File: src/rtl/mem_arb_pkg.sv
// Shared constants for the unified-memory arbiter: FSM encoding, owner ids, latency counter width.
package mem_arb_pkg;

   localparam logic [1:0] ST_IDLE   = 2'd0;
   localparam logic [1:0] ST_ACCESS = 2'd1;
   localparam logic [1:0] ST_WAIT   = 2'd2;
   localparam logic [1:0] ST_RESP   = 2'd3;

   localparam logic OWN_CPU = 1'b0;
   localparam logic OWN_AUX = 1'b1;

   localparam int unsigned LAT_W = 3;

   // Ack vector {aux, cpu} for the port that owns the current transaction.
   function automatic logic [1:0] own_ack(input logic own);
      own_ack = (own == OWN_AUX) ? 2'b10 : 2'b01;
   endfunction

endpackage

File: src/rtl/rr_arb2.sv
// Two-way request picker (bit0 = CPU, bit1 = AUX) with last-grant tracking.
// Define MEM_ARB_FIXED_PRIO_EN to give the CPU fixed priority on simultaneous requests.
module rr_arb2
   import mem_arb_pkg::*;
(
   input  logic       clk,
   input  logic       reset,
   input  logic [1:0] req,
   input  logic       upd,
   output logic [1:0] gnt_c
);

`ifdef MEM_ARB_FIXED_PRIO_EN
   logic unused_arb;
   assign unused_arb = ^{clk, reset, upd};

   always_comb begin
      gnt_c = 2'b00;
      if (req[0])
         gnt_c = 2'b01;
      else if (req[1])
         gnt_c = 2'b10;
   end
`else
   logic last_gnt;

   // Starts at AUX so the CPU wins the first tie.
   always_ff @(posedge clk) begin
      if (reset)
         last_gnt <= OWN_AUX;
      else if (upd)
         last_gnt <= gnt_c[1];
   end

   always_comb begin
      gnt_c = 2'b00;
      case (req)
         2'b01:   gnt_c = 2'b01;
         2'b10:   gnt_c = 2'b10;
         2'b11:   gnt_c = (last_gnt == OWN_AUX) ? 2'b01 : 2'b10;
         default: gnt_c = 2'b00;
      endcase
   end
`endif

endmodule

File: src/rtl/mem_arbiter.sv
// Serialises CPU and AUX accesses to the single-port unified memory with fixed read latency.
// Arbitration is round-robin unless MEM_ARB_FIXED_PRIO_EN is defined (CPU fixed priority).
module mem_arbiter
   import mem_arb_pkg::*;
#(
   parameter int unsigned ADDR_W  = 8,
   parameter int unsigned DATA_W  = 32,
   parameter int unsigned MEM_LAT = 1
) (
   input  logic              clk,
   input  logic              reset,
   input  logic              cpu_req,
   input  logic              cpu_we,
   input  logic [ADDR_W-1:0] cpu_addr,
   input  logic [DATA_W-1:0] cpu_wdata,
   output logic              cpu_ack,
   input  logic              aux_req,
   input  logic              aux_we,
   input  logic [ADDR_W-1:0] aux_addr,
   input  logic [DATA_W-1:0] aux_wdata,
   output logic              aux_ack,
   output logic [DATA_W-1:0] rdata,
   output logic              mem_en,
   output logic              mem_we,
   output logic [ADDR_W-1:0] mem_addr,
   output logic [DATA_W-1:0] mem_wdata,
   input  logic [DATA_W-1:0] mem_rdata
);

   logic [1:0]        state, state_nx;
   logic              own, own_nx;
   logic              we_lat, we_lat_nx;
   logic [LAT_W-1:0]  lat_cnt, lat_cnt_nx;
   logic              mem_en_nx, mem_we_nx, cpu_ack_nx, aux_ack_nx;
   logic [ADDR_W-1:0] mem_addr_nx;
   logic [DATA_W-1:0] mem_wdata_nx, rdata_nx;
   logic [1:0]        gnt_c;
   logic              grant_c;

   assign grant_c = (state == ST_IDLE) && (gnt_c != 2'b00);

   rr_arb2 u_arb (
      .clk   (clk),
      .reset (reset),
      .req   ({aux_req, cpu_req}),
      .upd   (grant_c),
      .gnt_c (gnt_c)
   );

   // mem_addr/mem_wdata double as the latched request, so they stay stable until the next grant.
   always_comb begin
      state_nx     = state;
      own_nx       = own;
      we_lat_nx    = we_lat;
      lat_cnt_nx   = lat_cnt;
      mem_addr_nx  = mem_addr;
      mem_wdata_nx = mem_wdata;
      rdata_nx     = rdata;
      mem_en_nx    = 1'b0;
      mem_we_nx    = 1'b0;
      cpu_ack_nx   = 1'b0;
      aux_ack_nx   = 1'b0;

      case (state)
         ST_IDLE: begin
            if (grant_c) begin
               own_nx       = gnt_c[1] ? OWN_AUX : OWN_CPU;
               we_lat_nx    = gnt_c[1] ? aux_we    : cpu_we;
               mem_addr_nx  = gnt_c[1] ? aux_addr  : cpu_addr;
               mem_wdata_nx = gnt_c[1] ? aux_wdata : cpu_wdata;
               mem_en_nx    = 1'b1;
               mem_we_nx    = we_lat_nx;
               state_nx     = ST_ACCESS;
            end
         end
         ST_ACCESS: begin
            if (we_lat) begin
               {aux_ack_nx, cpu_ack_nx} = own_ack(own);
               state_nx                 = ST_RESP;
            end else begin
               lat_cnt_nx = LAT_W'(MEM_LAT - 1);
               state_nx   = ST_WAIT;
            end
         end
         ST_WAIT: begin
            if (lat_cnt == '0) begin
               rdata_nx                 = mem_rdata;
               {aux_ack_nx, cpu_ack_nx} = own_ack(own);
               state_nx                 = ST_RESP;
            end else begin
               lat_cnt_nx = lat_cnt - LAT_W'(1);
            end
         end
         ST_RESP: state_nx = ST_IDLE;
         default: state_nx = ST_IDLE;
      endcase
   end

   always_ff @(posedge clk) begin
      if (reset) begin
         state     <= ST_IDLE;
         own       <= OWN_CPU;
         we_lat    <= 1'b0;
         lat_cnt   <= '0;
         mem_en    <= 1'b0;
         mem_we    <= 1'b0;
         mem_addr  <= '0;
         mem_wdata <= '0;
         rdata     <= '0;
         cpu_ack   <= 1'b0;
         aux_ack   <= 1'b0;
      end else begin
         state     <= state_nx;
         own       <= own_nx;
         we_lat    <= we_lat_nx;
         lat_cnt   <= lat_cnt_nx;
         mem_en    <= mem_en_nx;
         mem_we    <= mem_we_nx;
         mem_addr  <= mem_addr_nx;
         mem_wdata <= mem_wdata_nx;
         rdata     <= rdata_nx;
         cpu_ack   <= cpu_ack_nx;
         aux_ack   <= aux_ack_nx;
      end
   end

endmodule
File: config.mk
export PLATFORM = sky130hd
export DESIGN_NAME = mem_arbiter
export DESIGN_NICKNAME = d
export VERILOG_FILES = /design/src/rtl/mem_arb_pkg.sv /design/src/rtl/rr_arb2.sv /design/src/rtl/mem_arbiter.sv
export SDC_FILE = /design/constraint.sdc
export NUM_CORES = 1
export LEC_CHECK = 0
export ABC_AREA = 1
export BUFFER_PORTS_ARGS = -buffer_cell sky130_fd_sc_hd__buf_2
export CAP_MARGIN = 20
export CORE_MARGIN = 2
export CORE_UTILIZATION = 45
export CTS_CLUSTER_DIAMETER = 30
export DETAILED_ROUTE_END_ITERATION = 16
export HOLD_SLACK_MARGIN = 0.12
export PLACE_DENSITY = 0.81
export SLEW_MARGIN = 20
export SYNTH_ARGS = -nofsm -noshare
export SYNTH_HDL_FRONTEND = slang
export SYNTH_HIERARCHICAL = 1
export SYNTH_SLANG_ARGS = --single-unit
File: constraint.sdc
create_clock -name clk -period 1.56 [get_ports clk]
set_input_delay 0.39 -clock clk [delete_from_list [all_inputs] [get_ports clk]]
set_output_delay 0.39 -clock clk [all_outputs]
set_load 0.03 [all_outputs]
==> qor.txt, run 1 <==
Status -> finished, final reports clean
Pwr dens -> 1870 mW/mm2
Worst endpoint data arrival time -> 1.69 ns
CORE AREA -> 0.00781 mm2
Antenna viol nets, final -> 0
Clk pin slew, worst setup/hold paths -> 0.09 ns
First-pass GRT wire length -> 15100 um
Final setup viols -> 0
Max Slew Vio Count -> 0
Number of CTS-inserted buffers -> 9
Starting Density -> 47.1%
Net count after synthesis -> 654
Crit Path Max Fanout -> 11
Vias in the first global route -> 3596
GPL Wtd Cong -> 0.810
RSZ-0062 raised after global routing -> true
Worst-path cell chain -> nand2_1, and2_2, nor2_8, nor2_8, buf_4, o21ai_0, nor2_1
Vias/cell -> 4.83
CP Class -> reg -> reg
Max Root-Sink Buffers -> 2
Routed WL -> 9970 um
Number of remaining DRC errors -> 0
Worst-path cell with the longest stage delay -> dfxtp_1
CTS Sinks -> 84
Most frequent CP cell -> nor2_8
Synthesized instance count -> 530
Ys Warns -> 6
Post-DP HPWL -> 7220 um
Period minus WS final -> 1.46 ns
Die Wd -> 94.4 um
Crit path launch type -> flop
Worst vdd ir -> 1.00 mV
Die Ht -> 94.4 um
Synth cell types -> 23
Antenna Cells -> 0
Static Leak -> 2.65 nW
Layout cells sized above 1 -> 32.1%
Worst path max stage delay -> 0.38 ns
Port bufs -> 193
Drt initial violations -> 111
Post-CTS Setup Bufs -> 0
Most frequent cells in the layout -> buf_2 (193), nand2_1 (146), nor2_1 (89)
Nets -> 836
Initial antenna violation count -> 0
CTS tree -> built
P&R area growth vs syn -> 34.0%
Per-cell routed wire length -> 12.2 um
Tot GR Track Use -> 20.7%
Ports -> 194
Area contributors post-synth -> dfxtp_1 (46%), nand2_1 (15%), o21ai_0 (9.3%)
Syn_area_per_cell -> 6.94 um2
F_max -> 687 MHz
Tcrit/Tclk final -> 93.4%
H-tree levels -> 3
Seq/Total Area, Yosys -> 45.7%
Max_cap viols -> 0
Drt pass-1 iters -> 5
Crit path capture type -> flop
Final clock skew -> 0.0119 ns
Die Area -> 0.00891 mm2
Clock latency on the worst-skew pair -> 0.35 ns
Final Hold Fails -> 0
Root Driver -> clkbuf_8
Tightest Pin Transition -> 0.385 ns
Vias -> 3957
Most common cell after layout, fill and taps aside -> buf_2
Power, Total -> 9.19 mW
Post-Syn Area -> 0.00368 mm2
Hold Crit Class -> in -> reg
Largest net degree at the start of global routing -> 65
Relative slew slack -> 74.3%
Post-synthesis register bit count -> 84
Total grt overflow -> 0
CTS Hold Bufs -> 0
Final setup TNS -> 0 ns
Yosys top cell area share -> 45.7%
# rows -> 32
Cell taking the most area after synthesis -> dfxtp_1
Data required time of the worst path -> 1.79 ns
## cells by family (layout without fill, tap and decap cells)
kind of cell	after synthesis	in the layout	share of synthesized area, %
AOI/OAI and AO/OA	111	111	15.3
adders and majority gates	6	6	2.04
buffers and inverters	81	268	10.1
DFF	84	84	45.7
and+or+nand+nor	248	248	26.9
## Yosys cell counts (all sizes together)
cell type / n
nor2: 92
nand3: 7
dfxtp: 84
a21oi: 36
a21boi: 1
o2111ai: 1
nand2: 146
inv: 50
o21ai: 73
and2: 1
ha: 6
buf: 22
clkbuf: 9
nand4: 2
## state kept, by name, summed over array words and instances, names as in the netlist
| name | count |
|---|---|
| aux_ack | 1 |
| mem_wdata | 32 |
| cpu_ack | 1 |
| rdata | 32 |
| mem_addr | 8 |
| lat_cnt | 3 |
| mem_we | 1 |
| we_lat | 1 |
| own | 1 |
| mem_en | 1 |
| u_arb/last_gnt | 1 |
| state | 2 |
## area by class of cell
cell class                 count  area, um2
clock buffer                   9        124
clock inverter                 7       58.8
fill                         712       2880
inverter                      50        198
multi-input combinational    365       1630
sequential                    84       1680
tap                          102        128
timing repair buffer         202       1100
## worst paths after layout
check / startpoint / endpoint / slack (ns) / cells past startpoint
min: reset / state[0]$_SDFFE_PP0P_ / 0.28 / 2
max: u_arb/last_gnt$_SDFFE_PP1P_ / mem_wdata[5]$_SDFFE_PP0P_ / 0.10 / 7
max reg2reg: u_arb/last_gnt$_SDFFE_PP1P_ / mem_wdata[5]$_SDFFE_PP0P_ / 0.10 / 7
min reg2reg: rdata[9]$_SDFFE_PP0P_ / rdata[9]$_SDFFE_PP0P_ / 0.44 / 2
## stage by stage
| stage | util (%) | worst slack [ns] | instance area (um2) | hold slack [ns] | std cells |
|---|---|---|---|---|---|
| after global routing | 63.1 | -0.00149 | 4920 | 0.291 | 819 |
| final | 63.1 | 0.104 | 4920 | 0.276 | 819 |
| after global placement | 60.2 | -0.0916 | 4700 | 0.426 | 802 |
| after detailed placement | 60.2 | -0.151 | 4700 | 0.431 | 802 |
| after CTS | 62.6 | 0.0176 | 4890 | 0.276 | 818 |
| after floorplan | - | 0.170 | 3680 | 0.413 | 530 |
## routing by layer
layer	vias to the layer above	track usage [%]	wire, um
met4	0	6.40	146
met5	-	0	0
met3	14	6.30	923
met1	1746	23.5	4160
met2	180	37.3	4740
li1	2017	-	-
## power breakdown
group / switching, mW / leakage (nW) / internal (mW) / total, mW
clock: 0.831 / 0.0868 / 0.601 / 1.43
sequential: 0.370 / 0.692 / 2.87 / 3.24
combinational: 3.12 / 1.88 / 1.40 / 4.52
## critical path, delay by kind of cell (launching register included)
family,cells,cell delay [ns]
flops,1,0.38
compound gates,1,0.19
buf+inv,1,0.17
simple gates,5,0.61
## repair_timing
| action | CTS | global route |
|---|---|---|
| gates resized for setup | 2 | 5 |
| gates cloned | 0 | 1 |
| setup endpoints to repair | 42 | 45 |
(Power assumes the default switching activity.)
==> inputs of run 2 (changes only) <==
CORE_UTILIZATION = 49   (was 45)
PLACE_DENSITY = 0.87   (was 0.81)
clock period = 1.8 ns   (was 1.56 ns; I/O delays follow)
==> qor.txt, run 2 (synthesis gave the netlist of run 1 again) <==
Switching pwr -> 3.60 mW (-17%)
Pwr dens -> 1620 mW/mm2 (-13%)
Tcrit/Tclk final -> 86.3% (-7.1 points)
RSZ-0062 raised after global routing -> false
Final Hold Fails -> 0 (unchanged)
FF-to-FF setup slack -> 0.25 ns (+0.14 ns)
Tot GR Track Use -> 22.7% (+2.0 points)
Post-DP HPWL -> 6860 um (-4.9%)
CTS tree -> built
CTS Sinks -> 84 (unchanged)
Drt initial violations -> 119 (+7.2%)
Buf/Inv on CP -> 3 (+2)
Relative slew slack -> 77.8% (+3.4 points)
H-tree levels -> 3 (unchanged)
Worst-path cell chain -> inv_1, ha_1, inv_1, nor2_8, buf_4, o21ai_0, nor2_1
P&R area growth vs syn -> 33.8%
First-pass GRT wire length -> 15700 um (+4.5%)
Root Driver -> clkbuf_8
Crit Path Max Fanout -> 24 (+13)
Comb pwr share -> 47.6% (-1.6 points)
Area of the multi-input gates -> 0.00162 mm2 (-0.31%)
Flop pwr share -> 35.0% (-0.2 points)
Final setup viols -> 0 (unchanged)
CORE AREA -> 0.00725 mm2 (-7.1%)
Nets -> 838 (+0.24%)
Worst endpoint data arrival time -> 1.79 ns (+0.10 ns)
Power, Total -> 7.95 mW (-13%)
Total grt overflow -> 0 (unchanged)
Worst path max stage delay -> 0.38 ns (about the same)
Data required time of the worst path -> 2.04 ns (+0.25 ns)
Antenna Cells -> 0 (unchanged)
Most frequent cells in the layout -> buf_2 (193), nand2_1 (146), nor2_1 (89)
Max Root-Sink Buffers -> 2 (unchanged)
Layout cells sized above 1 -> 31.7% (-0.37 points)
Clock power share -> 17.3% (+1.7 points)
CP delay by family, top -> buffers and inverters
Max Slew Vio Count -> 0 (unchanged)
Sw frac -> 45.3% (-1.7 points)
Crit path launch type -> flop
Static Leak -> 2.67 nW (+0.47%)
Final clock skew -> 0.0140 ns (+0.00214 ns)
Post-CTS Setup Bufs -> 0 (unchanged)
Internal power -> 4.34 mW (-11%)
Crit path capture type -> flop
Per-cell routed wire length -> 11.4 um (-6.4%)
Vias/cell -> 4.77 (-1.3%)
Worst vdd ir -> 1.01 mV (+0.69%)
Most common cell after layout, fill and taps aside -> buf_2
Vias -> 3900 (-1.4%)
Die Wd -> 90.6 um (-4.0%)
CTS Hold Bufs -> 0 (unchanged)
Status -> finished, final reports clean
GPL Wtd Cong -> 0.863 (+6.5%)
FF+latch area -> 0.00168 mm2 (about the same)
Clock latency on the worst-skew pair -> 0.34 ns (about the same)
Worst-path cell with the longest stage delay -> dfxtp_1
Largest net degree at the start of global routing -> 65 (unchanged)
Antenna viol nets, final -> 0 (unchanged)
Period minus WS final -> 1.55 ns (+0.0971 ns)
Most frequent CP cell -> inv_1
Port bufs -> 193 (unchanged)
Drt pass-1 iters -> 4 (-1)
Tightest Pin Transition -> 0.333 ns (-0.0514 ns)
Starting Density -> 50.7% (+3.6 points)
# rows -> 31 (-3.1%)
Die Ht -> 90.6 um (-4.0%)
Final hold slack -> 0.347 ns (+0.0702 ns)
Ports -> 194 (unchanged)
CP Class -> reg -> reg
Number of remaining DRC errors -> 0 (unchanged)
Die Area -> 0.00821 mm2 (-7.8%)
Hold Crit Class -> in -> reg
Layout fillers -> 598 (-16%)
Vias in the first global route -> 3686 (+2.5%)
Number of CTS-inserted buffers -> 9 (unchanged)
F_max -> 644 MHz (-6.3%)
Final setup TNS -> 0 ns (unchanged)
Clk pin slew, worst setup/hold paths -> 0.08 ns (about the same)
Max_cap viols -> 0 (unchanged)
Largest registers -> mem_wdata (32), rdata (32), mem_addr (8)
Post-CTS resize count -> 0 (-2)
Routed WL -> 9320 um (-6.6%)
Initial antenna violation count -> 0 (unchanged)
run 2: cell count changes in the layout (fill, tap and decap cells not counted), sizes merged:
cell / delta
clkinv: +1
bufinv: +1
clkinvlp: -1
inv: -3
clkbuf: +1
buf: +3
run 2: power groups by stage:
stage	sequential, mW	combinational (mW)	clock, mW
6_report	2.78	3.79	1.38
5_1_grt	2.85	4.20	1.51
4_1_cts	2.78	3.81	1.42
3_5_place_dp	2.81	3.80	0
3_3_place_gp	2.80	3.68	0
2_1_floorplan	3.87	1.75	0
run 2: cell type report:
| class | instances | area share (%) |
|---|---|---|
| clock inverters | 5 | 1.22 |
| well taps | 99 | 2.52 |
| clock buffers | 11 | 3.08 |
| multi-input cells | 365 | 33.0 |
| inverters | 50 | 3.92 |
| repair buffers | 204 | 22.1 |
| flip-flops and latches | 84 | 34.2 |
run 2: metal layers:
layer  part of all wire, %  track usage [%]
met1                    43             26.2
met2                    48             39.9
met3                   7.6             6.26
met4                   1.9             8.97
met5                     0                0
run 2: through the flow:
stage | area (um2) | utilization (%) | setup slack [ns] | std cells
final | 4920 | 67.8 | 0.246 | 818
after global routing | 4920 | 67.8 | 0.0827 | 818
after CTS | 4920 | 67.8 | 0.246 | 818
after detailed placement | 4710 | 64.9 | 0.0697 | 802
after global placement | 4710 | 64.9 | 0.166 | 802
after floorplan | 3680 | - | 0.350 | 530
run 2: worst reg2reg max path, cell delays in order, from the launching register on:
cell and delay, ns:
dfxtp_1 0.38, inv_1 0.11, ha_1 0.24, inv_1 0.18, nor2_8 0.08, buf_4 0.20, o21ai_0 0.20, nor2_1 0.06
run 2: worst paths after layout:
kind	startpoint	cells after the start	endpoint
max	state[0]$_SDFFE_PP0P_	7	mem_wdata[1]$_SDFFE_PP0P_
min	reset	2	own$_SDFFE_PP0P_
max reg2reg	state[0]$_SDFFE_PP0P_	7	mem_wdata[1]$_SDFFE_PP0P_
min reg2reg	rdata[13]$_SDFFE_PP0P_	2	rdata[13]$_SDFFE_PP0P_
==> inputs of run 3 (changes only) <==
BUFFER_PORTS_ARGS = -buffer_cell sky130_fd_sc_hd__buf_4   (was -buffer_cell sky130_fd_sc_hd__buf_2)
SKIP_LAST_GASP = 1   (was default)
SLEW_MARGIN = 25   (was 20)
==> qor.txt, run 3 (synthesis gave the netlist of run 1 again) <==
Largest registers -> mem_wdata (32), rdata (32), mem_addr (8)
Layout fillers -> 534 (-11%)
Routed WL -> 10000 um (+7.5%)
Nets -> 838 (unchanged)
Worst reg2reg endpoint -> mem_wdata[0]$_SDFFE_PP0P_
Port bufs -> 193 (unchanged)
Crit Path Max Fanout -> 24 (unchanged)
Ports -> 194 (unchanged)
Starting Density -> 50.7% (unchanged)
H-tree levels -> 3 (unchanged)
Worst vdd ir -> 1.01 mV (-0.68%)
Antenna Cells -> 0 (unchanged)
Die Wd -> 90.6 um (unchanged)
Crit path launch type -> flop
P&R area growth vs syn -> 47.3%
Static Leak -> 2.78 nW (+4.3%)
Hold Crit Class -> in -> reg
Worst-path cell chain -> inv_1, ha_1, inv_1, nor2_8, buf_4, o21ai_0, nor2_1
Final hold slack -> 0.326 ns (-0.0211 ns)
Period minus WS final -> 1.57 ns (+0.0213 ns)
CTS Hold Bufs -> 0 (unchanged)
First-pass GRT wire length -> 16400 um (+4.5%)
Final clock skew -> 0.0139 ns (-0.000129 ns)
Tightest Pin Transition -> 0.351 ns (+0.0175 ns)
Relative slew slack -> 76.6% (-1.2 points)
Post-CTS Setup Bufs -> 0 (unchanged)
Max Slew Vio Count -> 0 (unchanged)
Post-DP HPWL -> 7410 um (+7.9%)
Hold EP -> own$_SDFFE_PP0P_
Die Ht -> 90.6 um (unchanged)
Drt pass-1 iters -> 4 (unchanged)
Area of the multi-input gates -> 0.00162 mm2 (unchanged)
Initial antenna violation count -> 0 (unchanged)
Worst path max stage delay -> 0.39 ns (about the same)
Reg2reg start -> state[0]$_SDFFE_PP0P_
Total grt overflow -> 0 (unchanged)
Final Hold Fails -> 0 (unchanged)
Hold_sp -> reset
F_max -> 635 MHz (-1.4%)
Max Root-Sink Buffers -> 2 (unchanged)
Per-cell routed wire length -> 12.2 um (+7.5%)
CTS tree -> built
Hold Path Depth -> 2 (unchanged)
Most frequent cells in the layout -> buf_4 (202), nand2_1 (146), nor2_1 (89)
Post-CTS resize count -> 0 (unchanged)
Tot GR Track Use -> 24.2% (+1.4 points)
Pwr dens -> 1580 mW/mm2 (-2.3%)
Final setup TNS -> 0 ns (unchanged)
Crit path capture type -> flop
Tcrit/Tclk final -> 87.5% (+1.2 points)
Status -> finished, final reports clean
Root Driver -> clkbuf_8
Final setup viols -> 0 (unchanged)
Vias/cell -> 4.81 (+0.79%)
Worst Reg-to-Reg Cells -> 7 (unchanged)
DP Cell Count -> 802 (unchanged)
Worst-path cell with the longest stage delay -> dfxtp_1
FF-to-FF setup slack -> 0.23 ns (-0.02 ns)
Largest net degree at the start of global routing -> 65 (unchanged)
RSZ-0062 raised after global routing -> false
Layout cells sized above 1 -> 31.7% (unchanged)
GPL Wtd Cong -> 0.829 (-3.9%)
Drt initial violations -> 137 (+15%)
Worst endpoint data arrival time -> 1.80 ns (about the same)
Most frequent CP cell -> inv_1
FF+latch area -> 0.00168 mm2 (unchanged)
Max_cap viols -> 0 (unchanged)
CORE AREA -> 0.00725 mm2 (unchanged)
Vias -> 3931 (+0.79%)
Data required time of the worst path -> 2.02 ns (-0.02 ns)
Final instance area -> 0.00541 mm2 (+10%)
Number of CTS-inserted buffers -> 9 (unchanged)
Post-Place Cell Area -> 0.00518 mm2 (+10%)
# rows -> 31 (unchanged)
Vias in the first global route -> 3670 (-0.43%)
Die Area -> 0.00821 mm2 (unchanged)
Most common cell after layout, fill and taps aside -> buf_4
Clk pin slew, worst setup/hold paths -> 0.08 ns (about the same)
Antenna viol nets, final -> 0 (unchanged)
CTS Sinks -> 84 (unchanged)
Clock latency on the worst-skew pair -> 0.34 ns (about the same)
Layout Cells excl Fill -> 818 (unchanged)
CP Class -> reg -> reg
Number of remaining DRC errors -> 0 (unchanged)
-- run 3: changes by cell type in the layout (fill, tap and decap cells not counted) --
| cell | delta |
|---|---|
| clkinvlp_4 | +1 |
| buf_12 | -1 |
| clkinv_4 | -1 |
| buf_4 | +194 |
| buf_2 | -193 |
| clkinv_2 | -1 |
| bufinv_16 | +1 |
-- run 3: worst max-delay path by stage --
| stage | start | endpoint | slack [ns] | cells past startpoint |
|---|---|---|---|---|
| finish | state[0]$_SDFFE_PP0P_ | mem_wdata[0]$_SDFFE_PP0P_ | 0.23 | 7 |
| global route | state[0]$_SDFFE_PP0P_ | mem_addr[1]$_SDFFE_PP0P_ | 0.08 | 7 |
| CTS | state[0]$_SDFFE_PP0P_ | mem_addr[6]$_SDFFE_PP0P_ | 0.25 | 7 |
| detailed placement | cpu_req | mem_addr[6]$_SDFFE_PP0P_ | 0.08 | 8 |
| global placement | cpu_req | mem_wdata[31]$_SDFFE_PP0P_ | 0.14 | 8 |
| floorplan | cpu_req | u_arb/last_gnt$_SDFFE_PP1P_ | 0.35 | 7 |
-- run 3: metal layers --
metal	share of wire (%)	global-route usage [%]
met5	0	0
met4	1.6	8.08
met3	8.9	7.51
met2	48	41.5
met1	41	28.6
-- run 3: cell type report --
| class | instances | area share [%] |
|---|---|---|
| clock inverters | 5 | 1.55 |
| well taps | 99 | 2.29 |
| repair buffers | 204 | 28.7 |
| clock buffers | 11 | 2.80 |
| inverters | 50 | 3.56 |
| flip-flops and latches | 84 | 31.1 |
| multi-input cells | 365 | 30.0 |
-- run 3: per-stage QoR --
| step | utilization, % | power [mW] | setup slack (ns) |
|---|---|---|---|
| 2_1_floorplan | - | 5.63 | 0.350 |
| 3_3_place_gp | 71.4 | 6.91 | 0.138 |
| 3_5_place_dp | 71.4 | 7.05 | 0.0777 |
| 4_1_cts | 74.6 | 8.58 | 0.247 |
| 5_1_grt | 74.6 | 9.13 | 0.0803 |
| 6_report | 74.6 | 8.55 | 0.225 |
-- run 3: power by group --
| group | switching (mW) | internal (mW) | leakage, nW |
|---|---|---|---|
| Sequential | 0.343 | 2.48 | 0.691 |
| Clock | 0.658 | 0.860 | 0.112 |
| Combinational | 2.69 | 1.52 | 1.98 |
-- run 3: worst max-delay path: cells and delay by family (launching register included) --
kind / cells / cell delay [ns]
buffers and inverters: 3 / 0.48
and+or+nand+nor: 2 / 0.14
DFF: 1 / 0.39
AOI/OAI and AO/OA: 1 / 0.22
adders and majority gates: 1 / 0.24
